[src/rtl/pcs_pkg.sv]
`default_nettype none
// ============================================================================
// Module   : pcs_pkg
// Purpose  : Shared PCS definitions. Holds the K-code control characters used
//            by both the transmit framer and the receive demux, plus the
//            framer state encoding.
// Ports    : none (package)
// Revision : 1.0 - initial release
// ============================================================================
package pcs_pkg;

  // Control characters (sent with valid_out = 0)
  localparam logic [7:0] c_k_stp = 8'hFB;
  localparam logic [7:0] c_k_sdp = 8'h5C;
  localparam logic [7:0] c_k_end = 8'hFD;
  localparam logic [7:0] c_k_edb = 8'hFE;
  localparam logic [7:0] c_k_skp = 8'h1C;
  localparam logic [7:0] c_k_idl = 8'h7C;
  localparam logic [7:0] c_k_fts = 8'h3C;
  localparam logic [7:0] c_k_com = 8'hBC;

  // Framer state encoding
  typedef logic [2:0] framer_state_t;

  localparam framer_state_t c_st_idle   = 3'd0;
  localparam framer_state_t c_st_start  = 3'd1;
  localparam framer_state_t c_st_data   = 3'd2;
  localparam framer_state_t c_st_end    = 3'd3;
  localparam framer_state_t c_st_drop   = 3'd4;
  localparam framer_state_t c_st_os_com = 3'd5;
  localparam framer_state_t c_st_os_skp = 3'd6;

endpackage
`default_nettype wire

[src/rtl/pcs_tx_framer_skp_timer.sv]
`default_nettype none
// ============================================================================
// Module   : skp_timer
// Purpose  : Interval timer requesting a SKP ordered set every SKP_INTERVAL
//            cycles. Counts 0..SKP_INTERVAL-1, raises pending at terminal
//            count and then holds until restarted by COM emission.
// Ports    : clk      - clock
//            reset_L  - asynchronous active-low reset
//            restart  - COM being emitted this cycle: clear pending, count 0
//            pending  - ordered set requested
// Revision : 1.0 - initial release
// ============================================================================
module skp_timer #(
  parameter int SKP_INTERVAL = 64
) (
  input  logic clk,
  input  logic reset_L,
  input  logic restart,
  output logic pending
);

  localparam int CW = $clog2(SKP_INTERVAL);
  localparam logic [CW-1:0] c_tc = CW'(SKP_INTERVAL - 1);

  logic [CW-1:0] r_cnt;
  logic          r_pending;

  // Restart has priority, so a terminal count coinciding with COM emission
  // is discarded.
  always_ff @(posedge clk or negedge reset_L) begin
    if (!reset_L) begin
      r_cnt     <= '0;
      r_pending <= 1'b0;
    end else if (restart) begin
      r_cnt     <= '0;
      r_pending <= 1'b0;
    end else if (r_cnt == c_tc) begin
      r_pending <= 1'b1;
    end else begin
      r_cnt <= r_cnt + CW'(1);
    end
  end

  assign pending = r_pending;

endmodule
`default_nettype wire

[src/rtl/pcs_tx_framer.sv]
`default_nettype none
// ============================================================================
// Module   : pcs_tx_framer
// Purpose  : Transmit byte framer. Wraps packets in STP..END, fills gaps with
//            IDL, inserts COM+SKP ordered sets at packet boundaries and aborts
//            underrunning packets with EDB.
// Ports    : clk        - clock
//            reset_L    - asynchronous active-low reset
//            pkt_valid  - upstream byte available
//            pkt_data   - packet byte
//            pkt_last   - byte is the last of its packet
//            pkt_ready  - byte accepted when pkt_valid is high (state only)
//            data_out   - transmitted symbol (registered)
//            valid_out  - 1 = data byte, 0 = control character (registered)
// Revision : 1.0 - initial release
// ============================================================================
module pcs_tx_framer
  import pcs_pkg::*;
#(
  parameter int SKP_INTERVAL = 64,
  parameter int SKP_COUNT    = 3
) (
  input  logic       clk,
  input  logic       reset_L,
  input  logic       pkt_valid,
  input  logic [7:0] pkt_data,
  input  logic       pkt_last,
  output logic       pkt_ready,
  output logic [7:0] data_out,
  output logic       valid_out
);

  localparam logic [1:0] c_skp_last = 2'(SKP_COUNT - 1);

  framer_state_t r_state;
  framer_state_t w_next_state;
  framer_state_t w_boundary_next;
  logic [1:0]    r_skp_idx;
  logic [7:0]    w_sym;
  logic          w_sym_valid;
  logic          w_skp_pending;
  logic          w_restart;

  // COM is emitted in exactly one cycle per ordered set; that cycle restarts
  // the interval.
  assign w_restart = (r_state == c_st_os_com);

  skp_timer #(
    .SKP_INTERVAL (SKP_INTERVAL)
  ) u_skp_timer (
    .clk     (clk),
    .reset_L (reset_L),
    .restart (w_restart),
    .pending (w_skp_pending)
  );

  assign pkt_ready = (r_state == c_st_data) || (r_state == c_st_drop);

  // Shared boundary decision: ordered set beats new packet beats idle.
  always_comb begin
    if (w_skp_pending) begin
      w_boundary_next = c_st_os_com;
    end else if (pkt_valid) begin
      w_boundary_next = c_st_start;
    end else begin
      w_boundary_next = c_st_idle;
    end
  end

  always_comb begin
    w_next_state = r_state;
    w_sym        = c_k_idl;
    w_sym_valid  = 1'b0;
    case (r_state)
      c_st_idle: begin
        w_next_state = w_boundary_next;
      end
      c_st_start: begin
        w_sym        = c_k_stp;
        w_next_state = c_st_data;
      end
      c_st_data: begin
        if (pkt_valid) begin
          w_sym       = pkt_data;
          w_sym_valid = 1'b1;
          if (pkt_last) begin
            w_next_state = c_st_end;
          end
        end else begin
          w_sym        = c_k_edb;
          w_next_state = c_st_drop;
        end
      end
      c_st_drop: begin
        // Remainder of an aborted packet is swallowed behind IDL.
        if (pkt_valid && pkt_last) begin
          w_next_state = c_st_idle;
        end
      end
      c_st_end: begin
        w_sym        = c_k_end;
        w_next_state = w_boundary_next;
      end
      c_st_os_com: begin
        w_sym        = c_k_com;
        w_next_state = c_st_os_skp;
      end
      c_st_os_skp: begin
        w_sym = c_k_skp;
        if (r_skp_idx == c_skp_last) begin
          w_next_state = w_boundary_next;
        end
      end
      default: begin
        w_next_state = c_st_idle;
      end
    endcase
  end

  always_ff @(posedge clk or negedge reset_L) begin
    if (!reset_L) begin
      r_state   <= c_st_idle;
      r_skp_idx <= 2'd0;
      data_out  <= c_k_idl;
      valid_out <= 1'b0;
    end else begin
      r_state   <= w_next_state;
      r_skp_idx <= (r_state == c_st_os_skp) ? r_skp_idx + 2'd1 : 2'd0;
      data_out  <= w_sym;
      valid_out <= w_sym_valid;
    end
  end

endmodule
`default_nettype wire

[config.mk]
export PLATFORM = sky130hd
export DESIGN_NAME = pcs_tx_framer
export DESIGN_NICKNAME = d
export VERILOG_FILES = /design/src/rtl/pcs_pkg.sv /design/src/rtl/pcs_tx_framer_skp_timer.sv /design/src/rtl/pcs_tx_framer.sv
export SDC_FILE = /design/constraint.sdc
export NUM_CORES = 1
export LEC_CHECK = 0
export CAP_MARGIN = 15
export CORE_MARGIN = 2
export CORE_UTILIZATION = 44
export CTS_BUF_LIST = sky130_fd_sc_hd__clkbuf_16
export CTS_CLUSTER_DIAMETER = 30
export DETAILED_ROUTE_END_ITERATION = 12
export GPL_TIMING_DRIVEN = 0
export HOLD_SLACK_MARGIN = 0.03
export PLACE_DENSITY = 0.72
export SLEW_MARGIN = 10
export SYNTH_ARGS = -nofsm -noshare
export SYNTH_HDL_FRONTEND = slang
export SYNTH_SLANG_ARGS = --single-unit
[constraint.sdc]
create_clock -name clk -period 1.4 [get_ports clk]
set_clock_uncertainty 0.1 [all_clocks]
set_input_delay 0.21 -clock clk [delete_from_list [all_inputs] [get_ports clk]]
set_output_delay 0.21 -clock clk [all_outputs]
set_load 0.02 [all_outputs]
==> results of run 1 <==
critical path, stage by stage (launching register included):
cell and delay (ps):
dfrtp_1 400, buf_6 130, or4b_4 490, a21boi_4 180
o41ai_2 90
what timing repair did:
item	CTS	global route
hold buffers	0	0
resized for setup	25	14
setup buffers	2	3
cloned	0	0
pin swaps	3	1
setup endpoints to repair	14	14
metrics by stage:
| step | utilization | hold WS [ps] | area [um2] | power, mW |
|---|---|---|---|---|
| finish | 0.660 | 336 | 1430 | 3.24 |
| global route | 0.660 | 352 | 1430 | 3.45 |
| CTS | 0.621 | 339 | 1350 | 3.02 |
| detailed placement | 0.570 | 333 | 1240 | 2.35 |
| global placement | 0.570 | 325 | 1240 | 2.32 |
| floorplan | - | -186 | 992 | 1.91 |
how the worst min path moves through the flow:
stage / startpoint / to / slack (ps)
finish: r_skp_idx[0]$_DFF_PN0_ / r_skp_idx[0]$_DFF_PN0_ / 340
global route: r_skp_idx[0]$_DFF_PN0_ / r_skp_idx[0]$_DFF_PN0_ / 350
CTS: r_skp_idx[0]$_DFF_PN0_ / r_skp_idx[0]$_DFF_PN0_ / 340
detailed placement: r_skp_idx[0]$_DFF_PN0_ / r_skp_idx[0]$_DFF_PN0_ / 330
global placement: r_skp_idx[0]$_DFF_PN0_ / r_skp_idx[0]$_DFF_PN0_ / 330
floorplan: reset_L / data_out[0]$_DFF_PN0_ / -190
final cells by class:
cell class	count	area [um2]
well taps	28	35.0
multi-input cells	66	488
plain buffers	4	38.8
clock buffers	3	75.1
fillers	180	738
flip-flops and latches	21	532
clock inverters	1	5.00
inverters	4	15.0
repair buffers	26	243
per-layer routing:
metal / wire, um / vias up / global-route usage
met5: 0 / - / 0
met4: 51 / 0 / 0.0921
met3: 97 / 5 / 0.0409
met2: 1040 / 20 / 0.276
met1: 983 / 404 / 0.251
li1: - / 409 / -
sequential cells by signal, indices dropped and copies added (netlist names):
register	count
data_out	8
valid_out	1
r_state	3
u_skp_timer.r_cnt	6
u_skp_timer.pending	1
r_skp_idx	2
power groups by stage:
stage / clock (mW) / sequential [mW] / combinational, mW
3_3_place_gp: 0 / 1.06 / 1.26
3_5_place_dp: 0 / 1.06 / 1.28
6_report: 0.615 / 1.07 / 1.55
2_1_floorplan: 0 / 1.13 / 0.778
5_1_grt: 0.639 / 1.10 / 1.71
4_1_cts: 0.621 / 1.05 / 1.35
logic make-up after synthesis:
kind of cell | Yosys count | share of synthesized area
simple gates | 36 | 0.213
buf+inv | 8 | 0.0416
mux | 1 | 0.0113
compound gates | 26 | 0.164
fa+ha+maj | 2 | 0.0252
xor+xnor | 1 | 0.00883
flops | 21 | 0.536
Yosys cell counts (2+ instances only):
cell / n
nand3_1: 2
nand2b_1: 3
a31oi_1: 2
nor3b_1: 3
or3_1: 2
nand2_1: 5
o21ai_0: 6
dfrtp_1: 16
buf_2: 3
ha_1: 2
nor2_1: 5
a21oi_1: 9
inv_1: 4
dfstp_2: 5
nor3_1: 5
==> impl.org, run 1 <==
** Status
- The run finished, with violations left.
- The final reports fail on negative setup slack.

** GRT
- The number of antenna violations at the first check in global routing is 0.
- Remaining global-route overflow :: 0
- Number of global-route vias before repair :: 756
- Across every metal layer, demand over resource in global routing totals 0.184.
- Wire length of the first global-routing pass :: 3.49 mm
- Maximum number of pins on one net before global-route repair :: 22

** Setup path
- CP Capture Point :: r_state[2]$_DFFE_PN0P_
- STA classifies the critical path startpoint as a flip-flop.
- Critical path data required time :: 1430 ps
- Worst setup EP type :: flip-flop
- Counting cells, the worst reg-to-reg path comes to 4.
- Maximum fanout along the worst path :: 4
- R2R setup slack :: -110 ps
- Reg-to-reg critical path startpoint :: r_state[2]$_DFFE_PN0P_
- Capture point of the worst reg-to-reg path :: r_state[2]$_DFFE_PN0P_
- At the worst endpoint, the arrival time is between 1500 and 2000 ps.
- The critical path starts at r_state[2]$_DFFE_PN0P_.
- Critical path class :: reg2reg

** CTS
- The clock passes through at most 2 buffers.
- Cts bufs inserted :: 3
- Number of clock sinks :: 21
- H-tree depth :: 1
- Source-to-sink clock delay at the later pin of the worst-skew pair :: 260 ps
- TritonCTS built the clock tree.
- After clock tree synthesis, the clock-pin slew on the worst setup and hold paths is about 60 ps.
- Master cell of the clock root buffer :: clkbuf_16

** Logic synthesis
- The synthesized netlist occupies a cell area of 992 um2.
- Post-synthesis sequential area ratio :: 0.536
- For this run, the number of Yosys warnings is 0.
- Number of library cell types mapped by synthesis :: 38
- Avg Inst Size Synth :: about 10 um2
- Sorting the synthesized cells by area gives the leading types as dfrtp_1, dfstp_2, a21oi_1.
- After synthesis, the share of flip-flops with an asynchronous set or reset is 1.00.
- Post-synth EDFFs :: 0
- In this run, synthesis produced a sequential element count of 21.
- Synthesis produced a netlist whose cell count is 95.
- Leading register cell type out of synthesis :: dfrtp_1
- Syn nets :: 109
- Cell type with the largest total area after synthesis :: dfrtp_1
- The share of synthesized area in the top cell type comes to 0.404.

** Place
- Placer Congestion :: between 0.8 and 0.9
- OpenSTA, run right after detailed placement, puts the worst setup slack at -375 ps.
- Detailed placer's ending HPWL :: around 1.4 mm
- Placed cell count :: 144
- Number of port buffers :: 21

** Power and ir drop
- Power share of the combinational group :: 0.479
- Summed over all cells, the static leakage comes to 0.615 nW.
- Pint :: 2.01 mW
- In this run the power density over the cells is 2260 mW/mm2.
- Switch share :: 0.380
- IR analysis of the VDD net gives a maximum drop of 0.00114 V.
- Net switching power of the design :: 1.23 mW
- Part of the power in registers :: 0.331
- Clock share of power :: 0.190

** STA
- In the final timing run, aggregate negative setup slack is -348 ps.
- Max Clock Freq :: 663 MHz
- Worst slew margin relative to its limit :: 0.396
- Setup repair after global routing could not meet its margin everywhere.
- Final setup fails :: 4
- Slew @ Worst Pin :: 903 ps
- For the finished layout, the period the worst path requires is roughly 1500 ps.
- Dividing the final minimum period by the clock period gives 1.08.
- The number of max-slew violations in the final report is 0.
- Least setup slack across all paths after layout :: -109 ps
- Final hold violations :: 0

** Min path
- Type of the tightest min-delay check :: reg2reg
- Number of stages on the worst hold path :: 1

** Die
- For this configuration, the core starts out at a cell density of 0.457.
- In this run the core area contains 17 standard-cell rows.
- Die Y-Extent :: approximately 50 um
- Number of top-level pins :: 22
- The region available for standard cell placement spans 0.00217 mm2.
- Die area :: 0.00265 mm2
- From left edge to right edge, the die measures approximately 51 um.

** Final layout
- Final cell count without fillers :: roughly 150
- The library cell used most frequently in the layout, excluding fill and tap cells, is dfrtp_1.
- Relative to the synthesized area, the layout overhead comes to 44.3%.
- Antenna diode count :: 0
- Count of nets after finishing :: 140
- Commonest non-fill, non-tap cells in the layout :: dfrtp_1, clkdlybuf4s50_1, a21oi_1
- Share of layout cells above drive strength 1 :: 0.248

** Flow run
- Number of maximum-capacitance constraint violations :: 0

** Drt
- WL final :: 2.17 mm
- DR DRC count :: 0
- Vias per cell :: roughly 5.5
- Average routed wire per standard cell :: around 14 um
- First-iteration detailed-routing DRC count :: 2
- Total number of vias :: 838
- For this run, the detailed router's first-pass iteration total came to 4.
- The detail route stage leaves a number of antenna-violating nets equal to 0.
Power figures use the tool's default switching activity.
==> run 2, diff against run 1 <==
--- a/config.mk
+++ b/config.mk
@@ -8,13 +8,10 @@
 export CAP_MARGIN = 15
 export CORE_MARGIN = 2
 export CORE_UTILIZATION = 44
-export CTS_BUF_LIST = sky130_fd_sc_hd__clkbuf_16
 export CTS_CLUSTER_DIAMETER = 30
 export DETAILED_ROUTE_END_ITERATION = 12
-export GPL_TIMING_DRIVEN = 0
 export HOLD_SLACK_MARGIN = 0.03
 export PLACE_DENSITY = 0.72
-export SLEW_MARGIN = 10
 export SYNTH_ARGS = -nofsm -noshare
 export SYNTH_HDL_FRONTEND = slang
 export SYNTH_SLANG_ARGS = --single-unit
==> impl.org, run 2 (synthesis gave the netlist of run 1 again) <==
** Drt
- First-pass iteration count of the detailed router :: 4
- Vias per cell :: 5.73
- In the routed design, unresolved DRC markers number 0.
- Summing over every cut layer, the via total after detailed routing is 957.
- Routed Antenna Nets :: 0
- For this block, the routed nets add up to 2.59 mm of wire.
- First-iteration detailed-routing DRC count :: 25
- Average routed wire per standard cell :: 15.5 um

** STA
- The final number of hold-violating endpoints was 0.
- The number of max-slew violations in the final report was 0.
- Counting I/O delays and the setup requirement, the final critical path takes 1540 ps.
- Across all hold checks on the routed design, the worst slack comes to 133 ps.
- Max Clock Freq :: 647 MHz
- After layout, the worst setup slack is -145 ps.
- Slew @ Worst Pin :: 368 ps
- In the finished design, the share of the clock period the worst path needs comes to 1.10.
- Unrepaired setup endpoints after global routing :: true
- Headroom to the max-slew limit came out at 0.753.
- Setup violations remaining at the end of the flow were counted as 6.

** Setup path
- Reg-to-reg critical path startpoint :: r_state[2]$_DFFE_PN0P_
- Critical path data required time :: about 1500 ps
- Along the worst path, the maximum fanout reaches 4.
- Counting stages on the worst path, the most repeated cell is buf_4.
- Total buffers and inverters traversed by the critical path :: 3
- Largest stage delay, worst path :: 470 ps
- The number of cells on the worst reg-to-reg path is 5.
- The most critical setup path has its startpoint at r_state[2]$_DFFE_PN0P_.
- The critical path in this run is classified as reg2reg.
- Capture point of the worst reg-to-reg path :: r_state[2]$_DFFE_PN0P_
- The signal on the critical path passes through buf_6, buf_4, buf_4, a311oi_1, o41ai_2.
- The slowest stage of the critical path is the dfrtp_2 cell.
- Worst setup EP type :: flip-flop
- In this design, the largest share of critical-path delay is due to flip-flops.
- R2R setup slack :: -140 ps
- The most critical setup path has its endpoint at r_state[2]$_DFFE_PN0P_.
- STA puts the critical path data arrival time at 1630 ps.
- The worst setup path is launched from a flip-flop.
- Crit. path cell count :: 5

** GRT
- For this run the aggregate overflow at the end of global routing stands at 0.
- The first global-routing pass estimated 3.82 mm of wire.
- Number of antenna violations at the first check in global routing :: 0
- Number of global-route vias before repair :: 832
- Maximum number of pins on one net before global-route repair :: 22
- For this run, the total global-route usage over all layers was measured as 0.197.

** Status
- Run status :: finished, violations left
- The checks that failed: negative setup slack.

** Power and ir drop
- The internal power of the cells totals 1.95 mW.
- Net switching power of the design :: approximately 1.3 mW
- Pwr Density :: 2200 mW/mm2
- Switch share :: 0.400
- Across the VDD grid, the largest voltage drop is approximately 0.0012 V.
- Of the total power, registers draw 0.328.
- Clock share of power :: 0.090
- Power share of the combinational group :: 0.582
- For this design the static power due to leakage is 0.651 nW.

** Die
- Measured along the y axis, the die boundary spans 51.5 um.
- The core region is 0.00217 mm2.
- The die covers roughly 0.0027 mm2.
- The floorplan has 17 rows.
- Starting utilization of the core area :: 0.457
- Measured along the x axis, the die boundary spans 51.5 um.
- Number of top-level pins :: 22

** Final layout
- Commonest non-fill, non-tap cells in the layout :: buf_4, dfrtp_1, clkdlybuf4s50_1
- Summed area of non-filler cells in the final layout :: 0.00148 mm2
- Reg with most FFs :: data_out
- Of the cells placed in the final design, the portion with a size suffix greater than 1 is 0.396.
- From synthesis to final layout, the design area changed by 48.8%.
- Most frequent standard cell in the layout excluding fill and tap cells :: buf_4
- Filler Cell Count :: 164
- Antenna diode count :: 0
- For this run, the number of standard cells in the final layout without fillers is between 150 and 200.
- Largest registers :: data_out (8), u_skp_timer.r_cnt (6), r_state (3)
- Max FFs per register :: 8
- Count of nets after finishing :: 154

** CTS
- TritonCTS built the clock tree.
- CTS built an H-tree with a depth of 1.
- The clock passes through at most 2 buffers.
- Source-to-sink clock delay at the later pin of the worst-skew pair :: roughly 300 ps
- The root buffer cell chosen for the clock tree is clkbuf_4.
- Clock-pin slew was measured on the worst setup and hold paths at roughly 110 ps.
- Number of clock sinks :: 21
- Cts bufs inserted :: 3
- Buffers inserted to repair hold after CTS numbered 0.

** Place
- Detailed placement ended at an HPWL of 1.53 mm.
- Buffers placed on the I/O ports in this run total 21.
- Cell area reported after detailed placement :: 0.00132 mm2
- Placed cell count :: 155
- Routability-driven placement finished with a final weighted congestion of 0.769.

** Flow run
- Number of maximum-capacitance constraint violations :: 0

** Min path
- Type of the tightest min-delay check :: in2async
## run 2: metal layers
layer	routed length, um	global-route usage
met5	0	0
met4	54	0.0746
met3	156	0.0351
met2	1270	0.325
met1	1110	0.256
## run 2: layout make-up
| cell class | count | area, um2 | share of cell area |
|---|---|---|---|
| flip-flops and latches | 21 | 534 | 0.362 |
| clock buffers | 4 | 26.3 | 0.0178 |
| repair buffers | 44 | 365 | 0.247 |
| inverters | 4 | 18.8 | 0.0127 |
| multi-input cells | 66 | 497 | 0.336 |
| well taps | 28 | 35.0 | 0.0237 |
## run 2: what timing repair did
item	4_1_cts	5_1_grt
pin swaps	5	3
setup buffers	4	4
resized for setup	34	19
setup endpoints to repair	17	18
gates cloned	0	0
## run 2: worst min-delay path by stage
stage	endpoint	startpoint	slack, ps	cells after the start
after floorplan	data_out[0]$_DFF_PN0_	reset_L	-190	0
after global placement	r_skp_idx[0]$_DFF_PN0_	r_skp_idx[0]$_DFF_PN0_	330	1
after detailed placement	r_skp_idx[0]$_DFF_PN0_	r_skp_idx[0]$_DFF_PN0_	330	1
after CTS	valid_out$_DFF_PN0_	reset_L	150	2
after global routing	data_out[7]$_DFF_PN0_	reset_L	150	2
final	data_out[7]$_DFF_PN0_	reset_L	130	2
## run 2: power by group through the flow
stage,Combinational [mW],Sequential (mW),Clock [mW]
after floorplan,0.778,1.13,0
after global routing,2.04,1.09,0.324
after global placement,1.45,1.05,0
after CTS,1.62,1.05,0.299
final,1.89,1.07,0.293
after detailed placement,1.48,1.06,0
## run 2: per-stage QoR
| stage | total power [mW] | TNS [ps] | util | setup slack, ps |
|---|---|---|---|---|
| 2_1_floorplan | 1.91 | 0 | - | 20.7 |
| 3_3_place_gp | 2.50 | -769 | 0.610 | -213 |
| 3_5_place_dp | 2.54 | -1000 | 0.610 | -240 |
| 4_1_cts | 2.96 | -207 | 0.646 | -70.5 |
| 5_1_grt | 3.46 | -735 | 0.681 | -197 |
| 6_report | 3.25 | -345 | 0.681 | -145 |
